--- src/rtl/view_trace_buffer.sv ---
// Probe-bus change logger: records every value change on CHANNELS buses into a FIFO.
// Define VIEW_TRACE_TIMESTAMP_EN to add the capture timestamp to each entry.
module view_trace_buffer #(
    parameter int WIDTH    = 32,
    parameter int CHANNELS = 2,
    parameter int DEPTH    = 16,
    parameter int TS_WIDTH = 16,
    parameter int HOLDOFF  = 10,
    localparam int CW      = (CHANNELS > 1) ? $clog2(CHANNELS) : 1
) (
    input  logic                      slow_clk,
    input  logic                      reset,
    input  logic [CHANNELS*WIDTH-1:0] view_in,
    input  logic                      arm,
    input  logic                      rd_en,
    output logic                      rd_valid,
    output logic [WIDTH-1:0]          rd_data,
    output logic [CW-1:0]             rd_chan,
    output logic [TS_WIDTH-1:0]       rd_ts,
    output logic [$clog2(DEPTH):0]    count,
    output logic                      overflow,
    output logic                      capturing
);

    localparam int AW        = $clog2(DEPTH);
    localparam int HW        = (HOLDOFF > 1) ? $clog2(HOLDOFF) : 1;
    localparam int HOLD_LAST = (HOLDOFF > 0) ? HOLDOFF - 1 : 0;
`ifdef VIEW_TRACE_TIMESTAMP_EN
    localparam int EW = WIDTH + CW + TS_WIDTH;
`else
    localparam int EW = WIDTH + CW;
`endif

    typedef enum logic [1:0] {S_IDLE, S_HOLDOFF, S_CAPTURE} state_t;

    state_t              state, next_state;
    logic [HW-1:0]       hold_cnt;
    logic                first_cap;
    logic [WIDTH-1:0]    prev     [CHANNELS];
    logic [WIDTH-1:0]    snap_val [CHANNELS];
    logic [CHANNELS-1:0] pending, changed;
    logic [EW-1:0]       mem      [DEPTH];
    logic [EW-1:0]       head, wr_entry;
    logic [AW-1:0]       wr_ptr, rd_ptr;
    logic [CW-1:0]       sel;
    logic                sel_found, capture_en, full, wr_fire, rd_fire;
`ifdef VIEW_TRACE_TIMESTAMP_EN
    logic [TS_WIDTH-1:0] ts_now;
    logic [TS_WIDTH-1:0] snap_ts  [CHANNELS];
`endif

    always_comb begin
        next_state = state;
        if (!arm) begin
            next_state = S_IDLE;
        end else begin
            case (state)
                S_IDLE:    next_state = (HOLDOFF == 0) ? S_CAPTURE : S_HOLDOFF;
                S_HOLDOFF: if (hold_cnt == HW'(HOLD_LAST)) next_state = S_CAPTURE;
                S_CAPTURE: next_state = S_CAPTURE;
                default:   next_state = S_IDLE;
            endcase
        end
    end

    always_ff @(posedge slow_clk or negedge reset) begin
        if (!reset) begin
            state     <= S_IDLE;
            hold_cnt  <= '0;
            first_cap <= 1'b0;
        end else begin
            state     <= next_state;
            hold_cnt  <= (state == S_HOLDOFF) ? hold_cnt + 1'b1 : '0;
            first_cap <= (next_state == S_CAPTURE) && (state != S_CAPTURE);
        end
    end

    assign capturing  = (state == S_CAPTURE);
    assign capture_en = capturing && arm;
    assign full       = count[AW];
    assign rd_fire    = rd_en && (count != '0);
    // A pop in the same cycle frees the slot, so a full FIFO still accepts the write.
    assign wr_fire    = capture_en && sel_found && (!full || rd_fire);
    assign head       = mem[rd_ptr];

    always_comb begin
        changed   = '0;
        sel       = '0;
        sel_found = 1'b0;
        for (int k = 0; k < CHANNELS; k++) begin
            changed[k] = capture_en && (first_cap || (view_in[k*WIDTH +: WIDTH] != prev[k]));
        end
        for (int k = CHANNELS - 1; k >= 0; k--) begin
            if (pending[k]) begin
                sel       = CW'(k);
                sel_found = 1'b1;
            end
        end
    end

`ifdef VIEW_TRACE_TIMESTAMP_EN
    assign wr_entry = {snap_val[sel], sel, snap_ts[sel]};

    always_ff @(posedge slow_clk or negedge reset) begin
        if (!reset) ts_now <= '0;
        else        ts_now <= capture_en ? ts_now + 1'b1 : '0;
    end
`else
    assign wr_entry = {snap_val[sel], sel};
    assign rd_ts    = '0;
`endif

    // A re-change is only a loss if the old snapshot is not being written this cycle.
    always_ff @(posedge slow_clk or negedge reset) begin
        if (!reset) begin
            pending  <= '0;
            overflow <= 1'b0;
            for (int k = 0; k < CHANNELS; k++) begin
                prev[k]     <= '0;
                snap_val[k] <= '0;
`ifdef VIEW_TRACE_TIMESTAMP_EN
                snap_ts[k]  <= '0;
`endif
            end
        end else begin
            for (int k = 0; k < CHANNELS; k++) begin
                if (!arm) begin
                    pending[k] <= 1'b0;
                end else if (changed[k]) begin
                    pending[k]  <= 1'b1;
                    snap_val[k] <= view_in[k*WIDTH +: WIDTH];
`ifdef VIEW_TRACE_TIMESTAMP_EN
                    snap_ts[k]  <= ts_now;
`endif
                    if (pending[k] && !(wr_fire && sel == CW'(k))) overflow <= 1'b1;
                end else if (wr_fire && sel == CW'(k)) begin
                    pending[k] <= 1'b0;
                end
                if (capture_en) prev[k] <= view_in[k*WIDTH +: WIDTH];
            end
        end
    end

    always_ff @(posedge slow_clk) begin
        if (wr_fire) mem[wr_ptr] <= wr_entry;
    end

    always_ff @(posedge slow_clk or negedge reset) begin
        if (!reset) begin
            wr_ptr   <= '0;
            rd_ptr   <= '0;
            count    <= '0;
            rd_valid <= 1'b0;
            rd_data  <= '0;
            rd_chan  <= '0;
`ifdef VIEW_TRACE_TIMESTAMP_EN
            rd_ts    <= '0;
`endif
        end else begin
            rd_valid <= rd_fire;
            if (wr_fire) wr_ptr <= wr_ptr + 1'b1;
            if (rd_fire) begin
                rd_ptr  <= rd_ptr + 1'b1;
                rd_data <= head[EW-1 -: WIDTH];
                rd_chan <= head[EW-WIDTH-1 -: CW];
`ifdef VIEW_TRACE_TIMESTAMP_EN
                rd_ts   <= head[TS_WIDTH-1:0];
`endif
            end
            case ({wr_fire, rd_fire})
                2'b10:   count <= count + 1'b1;
                2'b01:   count <= count - 1'b1;
                default: count <= count;
            endcase
        end
    end

endmodule

--- config.mk ---
export PLATFORM = sky130hd
export DESIGN_NAME = view_trace_buffer
export DESIGN_NICKNAME = d
export VERILOG_FILES = /design/src/rtl/view_trace_buffer.sv
export SDC_FILE = /design/constraint.sdc
export NUM_CORES = 1
export LEC_CHECK = 0
export CAP_MARGIN = 5
export CORE_ASPECT_RATIO = 0.7
export CORE_MARGIN = 2
export CORE_UTILIZATION = 60
export CTS_BUF_LIST = sky130_fd_sc_hd__clkbuf_8
export DETAILED_ROUTE_END_ITERATION = 8
export PLACE_DENSITY = 0.79
export SLEW_MARGIN = 25
export SYNTH_ARGS = -nofsm -noshare
export SYNTH_HDL_FRONTEND = slang
export SYNTH_SLANG_ARGS = --single-unit
--- constraint.sdc ---
create_clock -name slow_clk -period 9.73 [get_ports slow_clk]
set_input_delay 1.946 -clock slow_clk [delete_from_list [all_inputs] [get_ports slow_clk]]
set_output_delay 1.946 -clock slow_clk [all_outputs]
set_load 0.01 [all_outputs]
==> results.tsv, run 1 <==
stage	metric	value	unit
outcome	status	completed	
clock_network	H-tree lvl count	3	
sta	Final Hold Viols	0	
sta	fin crit share	50.2	%
worst_setup_path	Critical Path Sink	mem[5][14]	
worst_setup_path	Reg-to-Reg Start	state[0]	
sta	Slew Limit Fails	0	
final_layout	Layout area overhead	13.6	%
global_routing	vias in the first global route	14833	
global_routing	first-pass GRT wire length	94000	um
clock_network	CTS tree	done	
synthesis	Post-Syn Area	28300	um^2
die	die span in x	264	um
clock_network	Reg clk slew, reported paths	0.07	ns
worst_setup_path	crit path DAT	5.18	ns
global_routing	All-Layer GR Usage	26.4	%
synthesis	#FFs+latches synth	713	
clock_network	CTS Root Cell	clkbuf_8	
worst_setup_path	reg2reg end	mem[5][14]	
placed_design	Placer Congestion	0.885	
power_and_ir_drop	PwrDens	237	nW/um^2
worst_setup_path	Reg2Reg Depth	7	
final_layout	Filler Cells Inserted	2866	
worst_setup_path	CP Max Fanout	68	
worst_setup_path	crit path launch	arm	
job	Max Cap Violations	0	
drt	vias	14602	
synthesis	Yosys cell types	39	
clock_network	# resized after CTS	0	
final_layout	nets@finish	1798	
clock_network	Post CTS Setup Buffer Count	0	
placed_design	HPWL after detailed placement	36800	um
power_and_ir_drop	Design Power	7.61	mW
global_routing	initial antenna violation count	1	
drt	TritonRoute pass-1 iters	5	
clock_network	CTS buffer count	99	
worst_setup_path	critical path endpoint category	register	
drt	final WL	61700	um
synthesis	Seq/Total Area, Yosys	72.3	%
worst_setup_path	setup slack, reg-to-reg	5.72	ns
worst_setup_path	CP required	10.03	ns
drt	WL/cell	25.6	um
final_layout	layout cell share with drive strength beyond 1	25.1	%
power_and_ir_drop	Peak supply drop	227	uV
die	core footprint	46500	um^2
placed_design	port bufs	108	
sta	fmax	0.205	GHz
die	chip height	186	um
die	initial core utilization	60.9	%
die	Die Footprint	49000	um^2
drt	ANT nets after route	0	
drt	drc violations	0	
sta	Worst Skew	0.0242	ns
final_layout	ant diodes	0	
clock_network	Hold Buf Count CTS	0	
sta	Setup violations, final	0	
sta	crit path time final	4.88	ns
synthesis	Synth Instances	1557	
sta	Slew HR	32.6	%
die	FP Rows	66	
sta	Worst-Margin Slew	1.01	ns
global_routing	largest net degree at the start of global routing	123	
power_and_ir_drop	Pleak	12.2	nW
die	Ports	125	
worst_setup_path	crit path kind	in -> reg	
drt	routed vias/inst	6.05	
synthesis	syn_area_per_cell	18.2	um^2
clock_network	clock latency on the worst-skew pair	0.67	ns
final_layout	Core Util, Final	69.2	%
clock_network	clock sink total	713	
synthesis	Ys Warns	0	
sta	unrepaired setup endpoints after global routing	no	
worst_hold_path	class of the worst hold path	reg -> reg	
sta	Setup TNS Final	0	ns
drt	Initial DRC Count	1628	
global_routing	total grt overflow	0	
clock_network	Max Buffers Root-to-Sink	3	
worst_setup_path	Worst setup SP type	input port	
==> stage by stage <==
step	setup WS, ns	instances	cell area (um^2)	hold slack [ns]
after detailed placement	4.23	2228	30100	0.433
after floorplan	3.44	1572	28400	0.410
after global routing	4.65	2412	32200	0.469
after CTS	4.92	2411	32100	0.440
after global placement	4.31	2223	30000	0.419
final	4.85	2412	32200	0.441
==> per-layer routing <==
layer  vias to the layer above  wire [um]  GRT usage, %
met1                      7602      26600          39.9
met3                        79       5390          5.72
met2                       705      28800          40.5
li1                       6216          -             -
met5                         -          0             0
met4                         0        839          5.74
==> sequential cells by signal, summed over array words and instances, names as in the netlist, 4 cells and up <==
| name | cells |
|---|---|
| count | 5 |
| hold_cnt | 4 |
| mem | 528 |
| prev | 64 |
| rd_data | 32 |
| rd_ptr | 4 |
| snap_val | 64 |
| wr_ptr | 4 |
==> how the worst min path moves through the flow <==
stage / startpoint / to / slack (ns) / cells after the start
floorplan: state[1] / state[0] / 0.41 / 1
global placement: state[1] / state[0] / 0.42 / 1
finish: state[1] / state[0] / 0.44 / 1
global route: state[1] / state[0] / 0.47 / 1
detailed placement: state[1] / state[0] / 0.43 / 1
CTS: state[1] / state[0] / 0.44 / 1
==> synth_stat cells <==
cell type	count	area share, %
or4_1	1	0.027
and3_1	2	0.044
nand2_1	303	4.0
a21oi_1	6	0.11
inv_1	17	0.23
or2_2	1	0.022
nor2_1	15	0.20
o21ai_0	9	0.16
mux4_2	165	13
nor2b_1	4	0.088
buf_6	12	0.48
buf_2	12	0.21
clkbuf_1	39	0.52
ha_1	11	0.49
nand4_1	5	0.11
a21o_1	1	0.027
o2111ai_1	1	0.031
nor3_1	9	0.16
inv_2	1	0.013
xor2_1	64	2.0
o221ai_1	1	0.031
mux2_2	90	3.6
edfxtp_1	528	56
a211oi_1	1	0.027
buf_1	6	0.080
buf_4	18	0.48
and2_1	5	0.11
nor3_2	1	0.035
conb_1	1	0.013
nor4_1	17	0.38
nand3_1	3	0.053
o31ai_4	2	0.15
nand2b_1	2	0.044
xnor2_1	10	0.31
fa_1	1	0.071
dfrtp_1	185	16
o21ai_2	1	0.031
mux2_1	6	0.24
nand3b_1	1	0.027
==> logic make-up (layout without fill, tap and decap cells) <==
kind of cell,count (synthesis),after routing,synth area share (%)
flip-flops,713,713,72.3
AND/OR/NAND/NOR,369,369,5.31
multiplexers,261,261,16.9
buffers and inverters,105,333,2.00
XOR/XNOR,74,74,2.29
AO/OA/AOI/OAI,22,22,0.561
adder cells (fa/ha/maj),12,12,0.557
other,1,16,0.0132
==> critical path, cell delays in order <==
cell             delay [ns]
clkdlybuf4s50_1        0.53
nand2_2                0.05
buf_4                  0.37
nor3_2                 0.59
nand2_1                0.26
nor3_2                 0.81
buf_4                  0.57
==> final cells by class <==
cell class | instances | area (um^2) | share of cell area [%]
multi-input combinational | 754 | 7420 | 23.1
sequential | 713 | 20500 | 63.7
tap | 612 | 766 | 2.38
timing repair buffer | 132 | 1360 | 4.23
inverter | 18 | 67.6 | 0.210
clock buffer | 116 | 1600 | 4.96
clock inverter | 67 | 452 | 1.40
==> where the power goes <==
group | internal [mW] | leakage, nW | switching, mW
clock network | 1.25 | 1.18 | 1.10
registers | 3.38 | 7.23 | 0.200
logic | 0.940 | 3.76 | 0.741
total | 5.57 | 12.2 | 2.04
==> layout by cell type, fill, tap and decap left out, types with 13 or more instances in the layout <==
cell / Yosys / layout
xor2_1: 64 / 64
inv_1: 17 / 51
mux4_2: 165 / 165
clkdlybuf4s50_1: 0 / 107
clkinv_2: 0 / 14
nor4_1: 17 / 13
clkbuf_8: 0 / 116
dfrtp_1: 185 / 181
buf_4: 18 / 17
edfxtp_1: 528 / 528
conb_1: 1 / 16
mux2_2: 90 / 90
nand2_1: 303 / 302
Note: power is estimated with default switching activity, not from simulation.
==> run 2, diff against run 1 <==
CORE_UTILIZATION = 57   (was 60)
clock period = 4.4 ns   (was 9.73 ns; I/O delays follow)
==> results.tsv, run 2 (synthesis gave the netlist of run 1 again) <==
stage	metric	value	unit	change
outcome	status	completed		
worst_setup_path	CP required	3.52	ns	-6.51 ns
power_and_ir_drop	Pleak	12.3	nW	+0.82%
final_layout	ant diodes	0		unchanged
final_layout	nets@finish	1812		+0.78%
global_routing	initial antenna violation count	0		-1
die	chip height	190	um	+2.5%
final_layout	Largest Register	mem		
clock_network	CTS buffer count	100		+1.0%
clock_network	Max Buffers Root-to-Sink	3		unchanged
global_routing	total grt overflow	0		unchanged
worst_setup_path	crit path DAT	2.23	ns	-2.95 ns
die	initial core utilization	57.6	%	-3.3 points
clock_network	Reg clk slew, reported paths	0.06	ns	about the same
clock_network	clock latency on the worst-skew pair	0.67	ns	about the same
power_and_ir_drop	Seq pwr share	47.0	%	about the same
job	Max Cap Violations	0		unchanged
final_layout	Filler Cells Inserted	3201		+12%
sta	fin crit share	70.7	%	
power_and_ir_drop	Sw Ratio	26.7	%	-0.15 points
final_layout	biggest regs	mem (528), prev (64), snap_val (64)		
final_layout	commonest non-fill, non-tap cell in the layout	edfxtp_1		
worst_setup_path	Worst Path Buf+Inv	1		-2
die	FP Rows	68		+3.0%
global_routing	GR Util met2	39.7	%	-0.80 points
drt	vias	14594		-0.055%
die	die span in x	270	um	+2.6%
final_layout	most frequent cells in the layout	edfxtp_1, nand2_1, dfrtp_1, mux4_2, clkbuf_8		
global_routing	All-Layer GR Usage	24.9	%	-1.5 points
global_routing	GR peak layer	met2		
clock_network	CTS tree	done		
die	Die Footprint	51500	um^2	+5.2%
placed_design	Post-Place Worst Slack	0.735	ns	-3.49 ns
sta	unrepaired setup endpoints after global routing	no		
sta	Slew HR	34.9	%	+2.3 points
worst_setup_path	critical path endpoint category	primary output		
power_and_ir_drop	Peak supply drop	401	uV	+76%
final_layout	Layout area overhead	14.0	%	
worst_setup_path	Worst setup SP type	register		
global_routing	met1 Use GR	35.4	%	-4.6 points
power_and_ir_drop	Int Power	12.3	mW	+120%
final_layout	Core Util, Final	65.6	%	-3.5 points
drt	Initial DRC Count	1668		+2.5%
worst_setup_path	crit path kind	reg -> out		
sta	Setup violations, final	0		unchanged
power_and_ir_drop	combinational share of power	22.5	%	+0.4 points
sta	crit path time final	3.11	ns	
worst_setup_path	setup slack, reg-to-reg	1.36	ns	-4.36 ns
clock_network	CTS Root Cell	clkbuf_8		
sta	Final Worst Setup Slack	1.29	ns	-3.56 ns
drt	drc violations	0		unchanged
worst_setup_path	Crit path largest cell delay	0.66	ns	-0.15 ns
clock_network	# resized after CTS	0		unchanged
sta	Final Hold Viols	0		unchanged
drt	ANT nets after route	0		unchanged
die	core footprint	49200	um^2	+5.8%
clock_network	clock sink total	713		unchanged
drt	routed vias/inst	5.87		-3.0%
worst_setup_path	CP cell instances	nor2b_1 > clkdlybuf4s50_1		
power_and_ir_drop	clock power share	30.5	%	-0.4 points
final_layout	final cell count without fillers	2485		+3.0%
placed_design	Placer Congestion	0.809		-8.6%
clock_network	Post CTS Setup Buffer Count	0		unchanged
clock_network	H-tree lvl count	3		unchanged
sta	fmax	0.321	GHz	
drt	TritonRoute pass-1 iters	7		+2
sta	WHS	0.327	ns	-0.114 ns
sta	Slew Limit Fails	0		unchanged
worst_setup_path	CP Max Fanout	5		-93%
sta	Setup TNS Final	0	ns	unchanged
die	Ports	125		unchanged
power_and_ir_drop	PwrDens	519	nW/um^2	+120%
global_routing	vias in the first global route	15123		+2.0%
worst_setup_path	delay-heaviest family, CP	buffers and inverters		
global_routing	largest net degree at the start of global routing	108		-12%
sta	Worst-Margin Slew	0.977	ns	-0.0290 ns
global_routing	met3 usage in global routing	5.70	%	-0.011 points
worst_hold_path	class of the worst hold path	in -> async		
worst_setup_path	CP max-delay cell	clkdlybuf4s50_1		
global_routing	first-pass GRT wire length	94100	um	+0.11%
drt	WL/cell	25.1	um	-1.7%
placed_design	port bufs	108		unchanged
power_and_ir_drop	P_sw	4.47	mW	+120%
final_layout	layout cell share with drive strength beyond 1	25.3	%	+0.22 points
placed_design	HPWL after detailed placement	35700	um	-3.1%
placed_design	placed cells	2295		+3.0%
drt	final WL	62500	um	+1.3%
final_layout	max reg flops	528		unchanged
clock_network	Hold Buf Count CTS	0		unchanged
sta	Worst Skew	0.0289	ns	+0.00476 ns
## run 2: cell count changes in the layout (fill, tap and decap cells not counted), sizes merged
cell      previous run  this run
buf                 25        37
bufinv               6         3
clkbuf             116       122
clkinv              21        17
clkinvlp             4         2
inv                 54        65
## run 2: final cells by class
type	instances	area (um^2)	share of cell area, %
Tap cell	665	832	2.58
Sequential cell	713	20500	63.5
Inverter	18	67.6	0.209
Timing Repair Buffer	145	1440	4.45
Multi-Input combinational cell	754	7420	23.0
Clock buffer	121	1670	5.16
Clock inverter	69	368	1.14
## run 2: through the flow
step | instance area (um^2) | power (mW)
global placement | 30300 | 11.7
global route | 32300 | 17.4
CTS | 32300 | 16.9
floorplan | 28400 | 10.6
finish | 32300 | 16.8
detailed placement | 30300 | 11.8
## run 2: routing by layer
metal | wire length [um] | vias to the layer above
met5 | 0 | -
met4 | 1310 | 0
met3 | 5940 | 107
met2 | 30300 | 644
met1 | 25000 | 7605
li1 | - | 6238
## run 2: worst paths after layout
check | start | to | cells after the start
max | state[0] | capturing | 2
max in group asynchronous | reset | rd_data[22] | 2
max reg2reg | state[0] | count[4] | 12
min | reset | prev[7] | 1
min in group slow_clk | state[1] | state[0] | 1
min reg2reg | state[1] | state[0] | 1
## run 2: power groups by stage
stage | Sequential [mW] | Clock [mW] | Combinational [mW]
floorplan | 7.83 | 0 | 2.77
global placement | 8.01 | 0 | 3.73
detailed placement | 8.02 | 0 | 3.81
CTS | 7.89 | 5.21 | 3.82
global route | 7.93 | 5.47 | 4.03
finish | 7.88 | 5.11 | 3.76
## run 2: worst reg2reg max path: cells and delay by family (launching register included)
kind | cells | cell delay [ns]
DFF | 1 | 0.39
and+or+nand+nor | 5 | 1.21
AOI/OAI and AO/OA | 2 | 0.29
xor gates and xnor gates | 1 | 0.17
buffers and inverters | 2 | 0.30
adders and majority gates | 2 | 0.61
==> run 3, diff against run 2 <==
CORE_UTILIZATION = 60   (was 57)
clock period = 2.9 ns   (was 4.4 ns; I/O delays follow)
==> results.tsv, run 3 (synthesis gave the netlist of run 1 again) <==
stage	metric	value	unit	change
outcome	status	completed		
clock_network	Post CTS Setup Buffer Count	0		unchanged
final_layout	Core Util, Final	70.8	%	+5.2 points
worst_setup_path	critical path endpoint category	register		
clock_network	CTS tree	done		
global_routing	total grt overflow	0		unchanged
final_layout	fin area	32900	um^2	+2.0%
placed_design	Post-Place Worst Slack	-0.633	ns	-1.37 ns
global_routing	largest net degree at the start of global routing	83		-23%
clock_network	H-tree lvl count	3		unchanged
final_layout	most frequent cells in the layout	edfxtp_1, nand2_1, dfrtp_1, mux4_2, clkbuf_8		
sta	Slew HR	34.9	%	about the same
sta	Worst-Margin Slew	0.977	ns	+0.000182 ns
clock_network	Max Buffers Root-to-Sink	3		unchanged
die	Die Footprint	49000	um^2	-4.9%
die	initial core utilization	60.9	%	+3.3 points
job	Max Cap Violations	0		unchanged
sta	unrepaired setup endpoints after global routing	no		
final_layout	nets@finish	1875		+3.5%
worst_setup_path	CP required	3.44	ns	-0.08 ns
drt	Initial DRC Count	1717		+2.9%
global_routing	first-pass GRT wire length	96200	um	+2.3%
worst_setup_path	crit path kind	in -> reg		
final_layout	layout cell share with drive strength beyond 1	27.5	%	+2.2 points
sta	Setup TNS Final	0	ns	unchanged
clock_network	CTS Root Cell	clkbuf_8		
clock_network	Reg clk slew, reported paths	0.06	ns	about the same
sta	crit path time final	2.64	ns	
global_routing	vias in the first global route	15511		+2.6%
sta	Slew Limit Fails	0		unchanged
placed_design	area after detailed placement	31100	um^2	+2.7%
placed_design	Placer Congestion	0.848		+4.9%
clock_network	CTS buffer count	97		-3.0%
global_routing	All-Layer GR Usage	27.2	%	+2.2 points
drt	ANT nets after route	0		unchanged
sta	fmax	0.378	GHz	
final_layout	Layout area overhead	16.3	%	
power_and_ir_drop	PwrDens	763	nW/um^2	+47%
clock_network	clock latency on the worst-skew pair	0.68	ns	about the same
final_layout	Largest Register	mem		
clock_network	clock sink total	713		unchanged
die	die span in x	264	um	-2.5%
worst_setup_path	Worst setup SP type	input port		
power_and_ir_drop	Pleak	12.5	nW	+2.3%
global_routing	initial antenna violation count	2		+2
sta	Final Hold Viols	0		unchanged
placed_design	placed cells	2307		+0.52%
placed_design	port bufs	108		unchanged
die	FP Rows	66		-2.9%
placed_design	HPWL after detailed placement	39000	um	+9.4%
drt	drc violations	0		unchanged
final_layout	final cell count without fillers	2491		+0.24%
final_layout	commonest non-fill, non-tap cell in the layout	edfxtp_1		
sta	Final Worst Setup Slack	0.258	ns	-1.03 ns
worst_setup_path	CP Max Fanout	23		+18
die	chip height	186	um	-2.5%
sta	Setup violations, final	0		unchanged
drt	WL/cell	25.6	um	+1.7%
drt	TritonRoute pass-1 iters	5		-2
final_layout	ant diodes	0		unchanged
worst_hold_path	class of the worst hold path	reg -> reg		
drt	final WL	63700	um	+2.0%
worst_setup_path	crit path DAT	3.18	ns	+0.95 ns
sta	Worst Skew	0.0271	ns	-0.00184 ns
power_and_ir_drop	Peak supply drop	610	uV	+52%
die	core footprint	46500	um^2	-5.5%
drt	vias	14894		+2.1%
drt	routed vias/inst	5.98		+1.8%
sta	fin crit share	91.1	%	
final_layout	biggest regs	mem (528), prev (64), snap_val (64)		
final_layout	max reg flops	528		unchanged
die	Ports	125		unchanged
run 3: worst max-delay path, stage by stage:
cell	delay [ns]
clkdlybuf4s50_1	0.56
xor2_1	0.22
nor4_2	0.60
nand4_1	0.28
o31ai_4	0.35
buf_12	0.23
mux2_2	0.36
run 3: final cells by class:
cell class | count | area, um^2
clock buffers | 108 | 1490
inverters | 18 | 67.6
flip-flops and latches | 713 | 20500
well taps | 612 | 766
multi-input cells | 754 | 7490
repair buffers | 211 | 2270
clock inverters | 75 | 348
fillers | 2814 | 13600
run 3: final timing paths:
kind / startpoint / end / slack, ns / cells past startpoint
worst min register to register: state[1] / state[0] / 0.44 / 1
worst max register to register: prev[58] / snap_val[48] / 0.30 / 6
min in group asynchronous: reset / prev[9] / 0.53 / 2
worst max-delay path: view_in[50] / snap_val[16] / 0.26 / 7
max in group asynchronous: reset / rd_data[21] / 1.59 / 3
worst min-delay path: state[1] / state[0] / 0.44 / 1
run 3: power breakdown:
part | leakage, nW | internal [mW] | switching [mW]
clock | 1.08 | 3.53 | 3.69
combinational | 4.23 | 3.38 | 2.70
sequential | 7.23 | 11.4 | 0.479
total | 12.5 | 18.3 | 6.87
run 3: what timing repair did:
action	4_1_cts	5_1_grt
gates resized for setup	0	1
endpoints found under the setup margin	0	32
hold buffers	1	0
endpoints found under the hold margin	73	0
run 3: layer usage:
metal	up-vias	global-route usage [%]	routed length [um]
li1	6368	-	-
met1	7756	39.0	26100
met2	699	42.6	30400
met3	71	7.05	6370
met4	0	6.42	892
met5	-	0	0
run 3: per-stage QoR:
stage	power [mW]	hold slack, ns
final	25.1	0.445
after global routing	26.2	0.476
after CTS	25.3	0.448
after detailed placement	18.2	0.446
after global placement	18.0	0.428
after floorplan	16.1	0.284
